$ cat src/rtl/mips_trace_buffer.sv
// mips_trace_buffer
// On-chip trace recorder for the pipelined MIPS core. On every CPU clock step
// (sample_en) it captures CH probe channels of W bits into a DEPTH-entry
// circular buffer. Capture keeps pre-trigger history, fires on a masked
// compare of channel TRIG_CH, records POST further samples and then requests
// a CPU halt. The stored entries are streamed out oldest-first over a
// valid/ready port.
//
// Optional feature macro: TRACE_TIMESTAMP_EN. When it is defined, every entry
// also carries a TSW-bit cycle timestamp in its top bits (DW = CH*W + TSW).
//
// Ports
//   clk, reset              : rising-edge clock, asynchronous active-high reset
//   sample_en, probe        : sample strobe and packed probe channels
//   trig_mask, trig_value   : masked trigger compare on channel TRIG_CH
//   arm, abort, rd_start    : capture start, return to idle, readout start
//   dout, dout_valid,
//   dout_ready, dout_last   : readout stream, oldest entry first
//   halt, busy, done, count : CPU freeze request, status, stored entry count
module mips_trace_buffer #(
    parameter int CH      = 4,
    parameter int W       = 32,
    parameter int DEPTH   = 16,
    parameter int POST    = 8,
    parameter int TRIG_CH = 0,
    parameter int TSW     = 16,
    localparam int AW     = $clog2(DEPTH),
`ifdef TRACE_TIMESTAMP_EN
    localparam int DW     = CH*W + TSW
`else
    localparam int DW     = CH*W
`endif
) (
    input  logic            clk,
    input  logic            reset,
    input  logic            sample_en,
    input  logic [CH*W-1:0] probe,
    input  logic [W-1:0]    trig_mask,
    input  logic [W-1:0]    trig_value,
    input  logic            arm,
    input  logic            abort,
    input  logic            rd_start,
    output logic [DW-1:0]   dout,
    output logic            dout_valid,
    input  logic            dout_ready,
    output logic            dout_last,
    output logic            halt,
    output logic            busy,
    output logic            done,
    output logic [AW:0]     count
);

    localparam logic [AW:0]   DEPTH_C = (AW+1)'(DEPTH);
    localparam logic [AW-1:0] POST_C  = AW'(POST);
    localparam logic [AW:0]   ONE_C   = (AW+1)'(1);

    typedef enum logic [2:0] {
        S_IDLE    = 3'd0,
        S_ARMED   = 3'd1,
        S_POST    = 3'd2,
        S_DONE    = 3'd3,
        S_READOUT = 3'd4
    } state_t;

    state_t          state_r;
    state_t          state_nxt_s;
    logic [DW-1:0]   mem_r [DEPTH];
    logic [AW-1:0]   wr_ptr_r;
    logic [AW-1:0]   rd_ptr_r;
    logic [AW-1:0]   post_left_r;
    logic [AW:0]     count_r;
    logic [AW:0]     rd_left_r;
    logic            hit_s;
    logic            capturing_s;
    logic            wr_en_s;
    logic [DW-1:0]   entry_s;

    assign hit_s       = ((probe[TRIG_CH*W +: W] & trig_mask) == (trig_value & trig_mask));
    assign capturing_s = (state_r == S_ARMED) || (state_r == S_POST);
    assign wr_en_s     = sample_en && capturing_s && !abort;

`ifdef TRACE_TIMESTAMP_EN
    logic [TSW-1:0] ts_r;

    // Cycle timestamp: cleared on an accepted arm, free-running while busy.
    always_ff @(posedge clk or posedge reset) begin
        if (reset) begin
            ts_r <= '0;
        end else if (abort) begin
            ts_r <= ts_r;
        end else if ((state_r == S_IDLE) && arm) begin
            ts_r <= '0;
        end else if (capturing_s) begin
            ts_r <= ts_r + TSW'(1);
        end
    end

    assign entry_s = {ts_r, probe};
`else
    assign entry_s = probe;
`endif

    // State register.
    always_ff @(posedge clk or posedge reset) begin
        if (reset) begin
            state_r <= S_IDLE;
        end else begin
            state_r <= state_nxt_s;
        end
    end

    // Next-state decode; abort overrides every other cause.
    always_comb begin
        state_nxt_s = state_r;
        if (abort) begin
            state_nxt_s = S_IDLE;
        end else begin
            case (state_r)
                S_IDLE: begin
                    if (arm) state_nxt_s = S_ARMED;
                    else     state_nxt_s = S_IDLE;
                end
                S_ARMED: begin
                    if (sample_en && hit_s) state_nxt_s = (POST == 0) ? S_DONE : S_POST;
                    else                    state_nxt_s = S_ARMED;
                end
                S_POST: begin
                    if (sample_en && (post_left_r == AW'(1))) state_nxt_s = S_DONE;
                    else                                      state_nxt_s = S_POST;
                end
                S_DONE: begin
                    if (rd_start) state_nxt_s = S_READOUT;
                    else          state_nxt_s = S_DONE;
                end
                S_READOUT: begin
                    if (dout_ready && (rd_left_r == ONE_C)) state_nxt_s = S_IDLE;
                    else                                    state_nxt_s = S_READOUT;
                end
                default: state_nxt_s = S_IDLE;
            endcase
        end
    end

    // Pointers and counters for capture and readout.
    always_ff @(posedge clk or posedge reset) begin
        if (reset) begin
            wr_ptr_r    <= '0;
            rd_ptr_r    <= '0;
            post_left_r <= '0;
            count_r     <= '0;
            rd_left_r   <= '0;
        end else if (abort) begin
            count_r     <= '0;
        end else begin
            case (state_r)
                S_IDLE: begin
                    if (arm) begin
                        wr_ptr_r <= '0;
                        count_r  <= '0;
                    end
                end
                S_ARMED, S_POST: begin
                    if (sample_en) begin
                        wr_ptr_r <= wr_ptr_r + AW'(1);
                        count_r  <= (count_r == DEPTH_C) ? count_r : count_r + ONE_C;
                        if (state_r == S_POST) begin
                            post_left_r <= post_left_r - AW'(1);
                        end else if (hit_s) begin
                            post_left_r <= POST_C;
                        end
                    end
                end
                S_DONE: begin
                    if (rd_start) begin
                        // count == DEPTH has zero low bits, so rd_ptr lands on wr_ptr,
                        // which is exactly the oldest entry of a full buffer.
                        rd_ptr_r  <= wr_ptr_r - count_r[AW-1:0];
                        rd_left_r <= count_r;
                    end
                end
                S_READOUT: begin
                    if (dout_ready) begin
                        rd_ptr_r  <= rd_ptr_r + AW'(1);
                        rd_left_r <= rd_left_r - ONE_C;
                        if (rd_left_r == ONE_C) count_r <= '0;
                    end
                end
                default: begin
                    count_r <= '0;
                end
            endcase
        end
    end

    // Trace storage; contents are deliberately not reset.
    always_ff @(posedge clk) begin
        if (wr_en_s) begin
            mem_r[wr_ptr_r] <= entry_s;
        end
    end

    assign busy       = capturing_s;
    assign done       = (state_r == S_DONE);
    assign halt       = (state_r == S_DONE) || (state_r == S_READOUT);
    assign dout_valid = (state_r == S_READOUT);
    assign dout_last  = dout_valid && (rd_left_r == ONE_C);
    assign dout       = dout_valid ? mem_r[rd_ptr_r] : '0;
    assign count      = count_r;

endmodule
$ cat config.mk
export PLATFORM = sky130hd
export DESIGN_NAME = mips_trace_buffer
export DESIGN_NICKNAME = d
export VERILOG_FILES = /design/src/rtl/mips_trace_buffer.sv
export SDC_FILE = /design/constraint.sdc
export NUM_CORES = 2
export LEC_CHECK = 0
export ABC_CLOCK_PERIOD_IN_PS = 18500
export CORE_UTILIZATION = 39
export DETAILED_ROUTE_END_ITERATION = 10
export SYNTH_ARGS = -nofsm -noshare
export SYNTH_HDL_FRONTEND = slang
export SYNTH_SLANG_ARGS = --single-unit
$ cat constraint.sdc
create_clock -name clk -period 18.5 [get_ports clk]
set_input_delay 3.7 -clock clk [delete_from_list [all_inputs] [get_ports clk]]
set_output_delay 3.7 -clock clk [all_outputs]
set_load 0.03 [all_outputs]
[Yosys cells after proc, flatten, opt, wreduce, memory -nomap -nowiden]
Memories as Yosys holds them, arrays and structs flattened.
Cells that the tools add are included.
Word-level totals
  RAM bits: 2048
  output and inout bits: 138
  memories kept: 1
  word-level logic and storage cells: 80
  register bits: 25
Cells by class
  add/sub/neg operators: 6
  muxes and demuxes: 28
  bitwise operators: 3
  reduce and logical (&&, ||, !) cells: 18
  eq/ne operators: 18
Memories
  mem_r: depth 16, bits a word 128, rd ports 1, clocked after memory_dff 0, wr ports 1, RTL line 67  | logic [DW-1:0] mem_r [DEPTH];
Operator list (number)
  $mux 128: 1
  $and 32x32->32: 2
  $mux 5: 8
  $eq 32x32->1: 1
  $mux 4: 6
  $pmux 5 s4: 1
  $pmux 4 s2: 2
  $pmux 3 s5: 1
  $reduce_and 4->1: 3
  $pmux 5 s2: 1
  $mux 3: 3
  $ne 3x3->1 const B: 3
  $add 4x1->4 const B: 2
  $ne 2x2->1 const B: 4
  $eq 3x2->1 const B: 2
  $logic_and 1x1->1: 6
  $ne 3x2->1 const B: 2
  $reduce_and 6->1: 1
  $reduce_bool 2->1: 3
  $add 5x1->5 const B: 1
  $eq 5x1->1 const B: 1
  $eq 5x5->1 const B: 1
  $sub 5x1->5 const B: 1
  $eq 4x1->1 const B: 1
  12 further kinds: 16

[Longest topological paths before layout]
  depth in word-level cells: 6
  gate-level depth with buffers: 8
  depth with buffers taken out: 8

[Least setup slack after synthesis]
No wires, ideal clock.
  path type: in2reg
  from: in sample_en
  to: mem mem_r[3][0] (netlist name) (enable)
  slack: 8.124 ns
  setup time: 0.617 ns
  data required time: 17.883 ns
  data arrival time: 9.759 ns
  cell stages on the path: 5
  path through: clkbuf_1 inv_1 nor2_1 nand2_1 nor2_1
On the way
  word-level cells in the longest chain between the ends: 4
Ends and longest elaborated chain
  from (decl): RTL line 36  | input logic sample_en,
  $logic_and 1x1->1 (2 in a row): RTL line 80  | assign wr_en_s = sample_en && capturing_s && !abort;
  $mux 1: RTL line 197  | if (wr_en_s) begin
  $mux 1 (not written as such): RTL line 198  | mem_r[wr_ptr_r] <= entry_s;
  to (decl): RTL line 67
Every way passes these cells.

[Worst setup path in the final report]
  from: reg rd_ptr_r[0]
  to: out dout[69]
On the way
  word-level cells in the longest chain between the ends: 2
Ends and longest elaborated chain
  from (decl): RTL line 69  | logic [AW-1:0] rd_ptr_r;
  from (signal assigned): RTL line 177  | rd_ptr_r <= wr_ptr_r - count_r[AW-1:0];
  from (signal assigned): RTL line 183  | rd_ptr_r <= rd_ptr_r + AW'(1);
  $mem_v2 16x128
  $mux 128: RTL line 207  | assign dout = dout_valid ? mem_r[rd_ptr_r] : '0;
  to (decl): RTL line 43  | output logic [DW-1:0] dout,
Every way passes these cells.

==> impl_metrics.csv <==
group,metric,value,unit
global_routing,grt_use_met2,32.82,%
pwr,switching_share,20.40,%
timing,post-route-min-period,9.937,ns
placement,placedCellCount,6144,
synth,ys_seq_area_share,78.01,%
route,first_pass_iters,7,
timing,max_slew.worst_pin.slew,1.178,ns
critical_path,r2r-end,"mem_r[14][66]",
pwr,powerDensity,104.3,nW/um^2
clock_network,postCtsSetupBuffers,0,
clock_network,cts.clk_slew.worst_paths,0.06,ns
die,die_h,453.9,um
timing,slew_violations,0,
placement,dp_hpwl,96610,um
min_path,worstHoldStart,"rd_left_r[4]",
pwr,vdd_ir_drop_max,0.00009746,V
cells_and_area,layout.nets,3899,
cells_and_area,stdcell_count,6539,
route,via_per_inst,5.482,
synth,synth_warnings,0,
cells_and_area,mostFrequentLayoutCell,"edfxtp_1",
route,wl,193100,um
synth,synthArstFlopShare,1.206,%
timing,max_clock_freq,100.6,MHz
outcome,status,"finished, final reports clean",
route,routedWlPerCell,29.52,um
cells_and_area,area_growth,16.88,%
critical_path,r2r-start,"state_r[1]",
synth,ys_ff_latch,2073,
pwr,p_leak,0.02810,uW
synth,yosysUniqueCellTypes,46,
synth,avgSynthCellArea,24.57,um^2
critical_path,path_class,"flop to output port",
global_routing,grt_antenna_before_repair,32,
route,drt_iter0_drc,3179,
pwr,power.internal,7727,uW
global_routing,use_met1,24.66,%
min_path,min_to,"rd_left_r[4]",
clock_network,cts_tree,"built",
placement,gp_congestion,0.7236,
global_routing,grt_pass1_vias,37960,
critical_path,worstSetupStartpointType,"flop",
route,postRouteAntennaNets,0,
pwr,seqPwrFrac,54.1,%
clock_network,cts_hold_buffers,0,
placement,port_buffers,336,
timing,finalHoldViolations,0,
critical_path,cp_max_fo,110,
global_routing,grt.met3_usage,3.112,%
global_routing,grt_pass1_wl,277800,um
cells_and_area,layout-drive-gt1-share,26.53,%
timing,setup_violations,0,
synth,syn_area,79640,um^2
clock_network,cts_inserted_buffers,211,
die,num_io_pins,337,
timing,finalClockSkew,0.03652,ns
synth,synth_fp_nets,3455,
synth,postSynthCellCount,3241,
timing,relSlewSlack,21.48,%
die,core-area,202500,um^2
cells_and_area,multi_input_area,16750,um^2
timing,fin_crit_sh,53.71,%
pwr,pwr-share-comb,2.6,%
global_routing,grt_overflow,0,
global_routing,grt_util_all_layers,18.89,%
route,vias,35844,
clock_network,cts_sinks,2073,
job,maxCapViolCount,0,
die,rows,165,
critical_path,cp.arrival,6.24,ns
die,die_width,453.9,um
pwr,power.switching,1981,uW
clock_network,root_buffer,"clkbuf_16",
synth,synth_edf_count,2048,
min_path,min_path_cells,2,
timing,rsz0062_at_grt,"no",
die,dieArea,206000,um^2
cells_and_area,final.fill_count,16632,
clock_network,htreeDepth,4,
clock_network,cts_buffer_depth,3,
cells_and_area,seq_area,62140,um^2
critical_path,end_kind,"output port",
die,start_util,39.32,%
route,post-route-drc-count,0,
critical_path,required,14.80,ns
pwr,power.share.clock,43.2,%
clock_network,cts_resized,0,
timing,setup_tns,0,ns
clock_network,clock_latency,0.85,ns
critical_path,r2r_setup_slack,13.89,ns
critical_path,reg2regPathDepth,7,
min_path,holdCritPathClass,"flop to flop",
global_routing,top_usage_layer,"met2",
synth,synth_top_flop_cell,"edfxtp_1",
cells_and_area,layout_common_cells,"edfxtp_1 (2048), mux4_2 (640), clkdlybuf4s50_1 (336), clkbuf_16 (215), and2_1 (128)",
global_routing,grt_max_degree,143,
-- worst max-delay path: stages, from the launching register on --
cell and delay [ns]:
dfrtp_4 0.93, buf_12 0.68, buf_12 0.74, buf_4 0.93, mux4_2 0.61, mux4_2 0.53
and2_1 0.19, clkdlybuf4s50_1 0.59
-- layer usage --
metal | vias up | part of all wire [%]
met5 | - | 0.062
met4 | 18 | 2.2
met3 | 279 | 4.7
met2 | 916 | 52
met1 | 19753 | 41
li1 | 14878 | -
-- worst max-delay path by stage --
| stage | startpoint | depth (start not counted) | endpoint |
|---|---|---|---|
| after global placement | rd_ptr_r[0] | 7 | dout[66] |
| after detailed placement | rd_ptr_r[0] | 7 | dout[69] |
| after floorplan | sample_en | 5 | mem_r[3][0] |
| after CTS | rd_ptr_r[0] | 7 | dout[69] |
| after global routing | rd_ptr_r[0] | 7 | dout[69] |
| final | rd_ptr_r[0] | 7 | dout[69] |
-- kinds of logic (layout without fill, tap and decap cells) --
kind of cell / count (synthesis) / in the layout / synth area share (%)
compound gates: 67 / 67 / 0.5484
mux: 642 / 642 / 18.13
xor+xnor: 38 / 38 / 0.4179
simple gates: 224 / 224 / 1.618
other cells: 0 / 3 / 0
flops: 2073 / 2073 / 78.01
buf+inv: 182 / 805 / 1.032
fa+ha+maj: 15 / 15 / 0.2451
-- area by class of cell --
cell class | instances | share of cell area [%]
tap | 2672 | 3.592
clock inverter | 131 | 1.377
multi-input combinational | 986 | 18.00
timing repair buffer | 395 | 4.224
antenna | 3 | 0.008065
sequential | 2073 | 66.76
clock buffer | 261 | 5.966
inverter | 18 | 0.07797
-- cell usage after synthesis (5+ instances only) --
library cell / n / area [um^2]
inv_1: 18 / 67.56
buf_6: 5 / 56.30
o21ai_0: 19 / 95.09
nor3_1: 5 / 25.02
clkbuf_1: 81 / 304.0
and3_1: 8 / 50.05
buf_2: 42 / 210.2
mux4_2: 640 / 14410
buf_4: 13 / 97.59
xor2_1: 35 / 306.5
a21oi_1: 11 / 55.05
edfxtp_1: 2048 / 61500
ha_1: 14 / 175.2
a22oi_1: 19 / 142.6
buf_1: 23 / 86.33
nand2_1: 25 / 93.84
and2_1: 139 / 869.6
nand4_1: 5 / 31.28
nor2_1: 15 / 56.30
dfrtp_1: 25 / 625.6
nand3_1: 14 / 70.07
-- power by group through the flow --
stage | clock, uW | sequential [uW] | combinational, uW
finish | 4200 | 5260 | 254
global placement | 0 | 5350 | 254
CTS | 4290 | 5260 | 262
floorplan | 0 | 5360 | 93.4
detailed placement | 0 | 5360 | 261
global route | 4460 | 5260 | 276
-- metrics by stage --
step                      hold slack, ns  total power [uW]  worst slack, ns  util, %  area [um^2]
after floorplan                   0.4713              5449            8.124        -        79640
after global placement            0.4957              5607            9.097    42.58        86240
after detailed placement          0.5323              5616            9.042    42.58        86240
after CTS                         0.5483              9807            8.057    45.96        93070
after global routing              0.5743              9996            7.899    45.96        93070
final                             0.5443              9708            8.563    45.96        93080
-- registers in the layout, indices dropped and copies added, names as in the netlist --
register and flops:
mem_r 2048, rd_ptr_r 4, post_left_r 4, wr_ptr_r 4, state_r 3, rd_left_r 5
count 5
(Power assumes the default switching activity.)
